`src/rtl/feed_scheduler.sv`:
```
// Feed scheduler: counts down the feeding interval on 1 Hz ticks, runs the dispense motor
// for the portion time, enforces a cooldown after each feed and latches a fault on an
// empty hopper. All outputs decode from registers only.
module feed_scheduler #(
    parameter int unsigned INTERVAL_W   = 17,
    parameter int unsigned PORTION_W    = 6,
    parameter int unsigned COOLDOWN_SEC = 5,
    parameter int unsigned COUNT_W      = 8
) (
    input  logic                  clk,
    input  logic                  reset,
    input  logic                  tick,
    input  logic                  enable,
    input  logic [INTERVAL_W-1:0] interval,
    input  logic [PORTION_W-1:0]  portion,
    input  logic                  manual_req,
    input  logic                  food_empty,
    input  logic                  fault_clr,
    output logic                  motor_on,
    output logic                  timer_en,
    output logic                  fault,
    output logic [INTERVAL_W-1:0] remaining,
    output logic [COUNT_W-1:0]    feed_count,
    output logic [2:0]            state
);

    typedef enum logic [2:0] {
        StIdle     = 3'd0,
        StWait     = 3'd1,
        StDispense = 3'd2,
        StCooldown = 3'd3,
        StFault    = 3'd4
    } state_e;

    localparam logic [INTERVAL_W-1:0] CooldownLoad = INTERVAL_W'(COOLDOWN_SEC);
    localparam logic [INTERVAL_W-1:0] RemOne       = INTERVAL_W'(1);
    localparam logic [COUNT_W-1:0]    CountOne     = COUNT_W'(1);

    state_e                  state_q, state_d;
    logic [INTERVAL_W-1:0]   rem_q, rem_d;
    logic [COUNT_W-1:0]      count_q, count_d;
    logic                    manual_req_q;

    logic                    man_edge;
    logic                    last_tick;
    state_e                  entry_state;
    logic [INTERVAL_W-1:0]   entry_rem;
    state_e                  resume_state;
    logic [INTERVAL_W-1:0]   resume_rem;

    assign man_edge  = manual_req & ~manual_req_q;
    // The tick that finishes the current second count.
    assign last_tick = tick && (rem_q == RemOne);

    // Where a feed request lands: fault on empty hopper, skip the motor for a zero portion.
    always_comb begin
        entry_state = StDispense;
        entry_rem   = INTERVAL_W'(portion);
        if (food_empty) begin
            entry_state = StFault;
            entry_rem   = '0;
        end else if (portion == '0) begin
            entry_state = StCooldown;
            entry_rem   = CooldownLoad;
        end
    end

    // Where the schedule resumes once a cooldown has elapsed.
    always_comb begin
        resume_state = StIdle;
        resume_rem   = '0;
        if (enable && (interval != '0)) begin
            resume_state = StWait;
            resume_rem   = interval;
        end
    end

    // Next-state, second-counter and feed-counter logic.
    always_comb begin
        state_d = state_q;
        rem_d   = rem_q;
        count_d = count_q;
        unique case (state_q)
            StIdle: begin
                if (man_edge) begin
                    state_d = entry_state;
                    rem_d   = entry_rem;
                end else if (enable && (interval != '0)) begin
                    state_d = StWait;
                    rem_d   = interval;
                end
            end
            StWait: begin
                if (!enable) begin
                    state_d = StIdle;
                    rem_d   = '0;
                end else if (man_edge || last_tick) begin
                    // A manual edge on the expiry tick still yields a single feed.
                    state_d = entry_state;
                    rem_d   = entry_rem;
                end else if (tick) begin
                    rem_d = rem_q - RemOne;
                end
            end
            StDispense: begin
                if (food_empty) begin
                    state_d = StFault;
                    rem_d   = '0;
                end else if (last_tick) begin
                    state_d = StCooldown;
                    rem_d   = CooldownLoad;
                    if (count_q != '1) begin
                        count_d = count_q + CountOne;
                    end
                end else if (tick) begin
                    rem_d = rem_q - RemOne;
                end
            end
            StCooldown: begin
                // A zero load means the cooldown ends on the cycle after entry.
                if ((rem_q == '0) || last_tick) begin
                    state_d = resume_state;
                    rem_d   = resume_rem;
                end else if (tick) begin
                    rem_d = rem_q - RemOne;
                end
            end
            StFault: begin
                rem_d = '0;
                if (fault_clr && !food_empty) begin
                    state_d = StIdle;
                end
            end
            default: begin
                state_d = StIdle;
                rem_d   = '0;
            end
        endcase
    end

    // State registers with synchronous reset.
    always_ff @(posedge clk) begin
        if (reset) begin
            state_q      <= StIdle;
            rem_q        <= '0;
            count_q      <= '0;
            manual_req_q <= 1'b0;
        end else begin
            state_q      <= state_d;
            rem_q        <= rem_d;
            count_q      <= count_d;
            manual_req_q <= manual_req;
        end
    end

    // Registered-state output decode.
    always_comb begin
        motor_on   = (state_q == StDispense);
        fault      = (state_q == StFault);
        timer_en   = (state_q == StWait) || (state_q == StDispense) || (state_q == StCooldown);
        remaining  = rem_q;
        feed_count = count_q;
        state      = state_q;
    end

endmodule

```
`config.mk`:
```
export PLATFORM = sky130hd
export DESIGN_NAME = feed_scheduler
export DESIGN_NICKNAME = d
export VERILOG_FILES = /design/src/rtl/feed_scheduler.sv
export SDC_FILE = /design/constraint.sdc
export NUM_CORES = 1
export LEC_CHECK = 0
export CELL_PAD_IN_SITES_DETAIL_PLACEMENT = 1
export CELL_PAD_IN_SITES_GLOBAL_PLACEMENT = 2
export CORE_AREA = 2 2 99 101
export DETAILED_ROUTE_END_ITERATION = 10
export DIE_AREA = 0 0 101 103
export GPL_TIMING_DRIVEN = 0
export PLACE_DENSITY = 0.71
export SETUP_SLACK_MARGIN = 0.2
export SYNTH_ARGS = -nofsm -noshare
export SYNTH_HDL_FRONTEND = slang
export SYNTH_SLANG_ARGS = --single-unit
```
`constraint.sdc`:
```
create_clock -name clk -period 2.05 [get_ports clk]
set_input_delay 0.41 -clock clk [delete_from_list [all_inputs] [get_ports clk]]
set_output_delay 0.41 -clock clk [all_outputs]
set_load 0.02 [all_outputs]
```
==> impl_metrics.json <==
{
  "status": "finished with violations",
  "violations": "negative setup slack",
  "p_per_area_nw_per_um2": 1039,
  "r2r_start": "remaining[9]",
  "cp.required_ns": 2.25,
  "core_um2": 9459,
  "ys_ff_latch": 29,
  "fin_tns_setup_ns": -2.277,
  "synth_cells": 283,
  "antenna_cells": 0,
  "synth.most_common_cell": "dfxtp_1",
  "max_cap_viol_count": 0,
  "yosysTopAreaCellShare_pct": 26.38,
  "end_kind": "register",
  "ys.warnings.count": 0,
  "drive_gt1_share_pct": 30.69,
  "vias": 2641,
  "fin_crit_sh_pct": 108.2,
  "ys_top_cells_by_area": "dfxtp_1 26%, nor2_1 4.8%, o21ai_0 4.3%, xor2_1 4.0%, nand2_1 3.9%",
  "wirelength_mm": 9.494,
  "crit_path_start_kind": "register",
  "dr.first_iter.drc_count": 114,
  "dieArea_um2": 10400,
  "rsz0062_at_grt": "yes",
  "ff2ff_path_depth": 6,
  "critPathCapture": "remaining[5]",
  "htreeDepth": 2,
  "die_h_um": 103,
  "synth_common_cells": "29 x dfxtp_1, 28 x nor2_1, 23 x nand2_1",
  "grt_pass1_wl_mm": 14.41,
  "tritoncts": "done",
  "finalNetCount": 410,
  "clk_pin_slew_ns": 0.08,
  "timing.final.ws_setup_ns": -0.1682,
  "stdcell_count": 492,
  "antenna_found_initial": 0,
  "holdWs_ns": 0.5043,
  "r2r-end": "remaining[5]",
  "io_pins": 61,
  "path_max_fanout": 6,
  "hp-class": "reg2reg",
  "synth.avg_cell_area_um2": 7.777,
  "synth_edf_count": 0,
  "routed-wl-met3_um": 385,
  "worstPathArrival_ns": 2.42,
  "period_minus_slack_ns": 2.218,
  "root_buffer": "clkbuf_8",
  "ys_seq_area_share_pct": 26.38,
  "cp_top_family": "simple AND/OR/NAND/NOR gates",
  "routed.top_layer": "met4",
  "fmax_ghz": 0.4508,
  "crit_start": "remaining[9]",
  "async_flop_share_pct": 0,
  "ir_worst_vdd_uv": 317.0,
  "setup_viol": 24,
  "slew_viol_final": 0,
  "dieWidth_um": 101,
  "place_congestion": 0.8120,
  "hold_buffers": 0,
  "synthFlopType": "dfxtp_1",
  "io_buffers": 57,
  "ys_types": 62,
  "rows": 36,
  "worstMarginPinSlew_ns": 0.7019,
  "crit_chain": "or4_4 -> nand4b_4 -> buf_4 -> a211oi_4 -> a222oi_1 -> a2111oi_2",
  "drc": 0,
  "initial_core_util_pct": 23.27,
  "grt_overflow": 0,
  "netlist_area_um2": 2201,
  "dp_cells": 454,
  "wl_met1_mm": 4.271,
  "cts_buffers": 5,
  "antenna_left": 0,
  "vias_per_cell": 5.368,
  "crit_cells": 6,
  "clk_latency_ns": 0.30,
  "wl_per_cell_um": 19.30,
  "route.met2.wl_mm": 4.670,
  "grt_pass1_vias": 2583,
  "slew_headroom_pct": 53.03,
  "synth_top_cell_by_area": "dfxtp_1",
  "cts.sinks": 29,
  "finalHoldViolCount": 0,
  "drtPass1Iterations": 4,
  "clockBufferDepth": 2,
  "fin_skew_ns": 0.006689,
  "crit_buf_inv": 1,
  "syn_nets": 316,
  "reg2reg_slack_ns": -0.17,
  "cp_slowest_stage_delay_ns": 0.53,
  "dp_hpwl_mm": 6.625,
  "path_class": "reg2reg",
  "area_growth_syn_to_layout_pct": 66.74,
  "leakage_nw": 1.473,
  "grt_max_degree": 11,
  "grt_usage_pct": 18.02,
  "cp_slowest_cell": "or4_4"
}
-- layer usage --
metal  global-route usage, %  up-vias
li1                        -     1273
met1                   24.12     1290
met2                   30.51       64
met3                   2.847       14
met4                   4.366        0
met5                       0        -
-- timing repair --
item | 4_1_cts | 5_1_grt
endpoints found under the hold margin | 0 | 0
setup endpoints to repair | 35 | 34
gates cloned | 0 | 1
buffers inserted | 19 | 10
gates resized for setup | 62 | 44
pin swaps | 24 | 21
-- kinds of logic after synthesis --
kind of cell / synth area share [%]
mux: 0.5116
flops: 26.38
compound gates: 27.63
fa+ha+maj: 1.706
buf+inv: 5.287
simple gates: 33.31
xor+xnor: 5.173
-- layout by cell type (no fill, tap or decap), types with 11 or more instances in the layout --
master and count:
a21oi_1 14, buf_4 24, clkdlybuf4s50_1 38, dfxtp_1 20, nand2_1 18, nor2_1 26, nor3_1 11, o21ai_0 14
-- through the flow --
stage          area, µm²  util, %  power, mW  setup WS, ns
6_report            3670    38.80      3.812       -0.1682
5_1_grt             3670    38.80      4.040       -0.2566
4_1_cts             3408    36.03      3.474       -0.1528
3_5_place_dp        2977    31.47      2.681        -1.012
3_3_place_gp        2977    31.47      2.662        -1.089
2_1_floorplan       2263        -      2.045      -0.02740
-- state kept, by name, summed over array words and instances, names as in the netlist --
signal,flops
feed_count,8
manual_req_q,1
remaining,17
state,3
-- final cells by class --
class,count,area (µm²)
clock buffers,5,68.82
well taps,114,142.6
inverters,7,26.28
plain buffers,16,136.4
multi-input cells,231,1819
flip-flops and latches,29,596.8
fillers,1124,5789
clock inverters,3,17.52
repair buffers,87,862.1
-- power breakdown --
group,internal [mW],switching [mW]
sequential,0.661,0.130
clock,0.234,0.268
combinational,1.15,1.37
-- how the worst min path moves through the flow --
stage	startpoint	cells past startpoint	to
5_1_grt	feed_count[1]	2	feed_count[1]
2_1_floorplan	remaining[1]	2	remaining[1]
3_5_place_dp	remaining[11]	2	remaining[11]
4_1_cts	feed_count[1]	2	feed_count[1]
3_3_place_gp	feed_count[1]	2	feed_count[1]
6_report	feed_count[1]	2	feed_count[1]
-- worst reg2reg max path: stages, from the launching register on --
cell,delay [ns]
dfxtp_4,0.35
or4_4,0.53
nand4b_4,0.28
buf_4,0.21
a211oi_4,0.23
a222oi_1,0.17
a2111oi_2,0.36
Power figures use the tool's default switching activity.
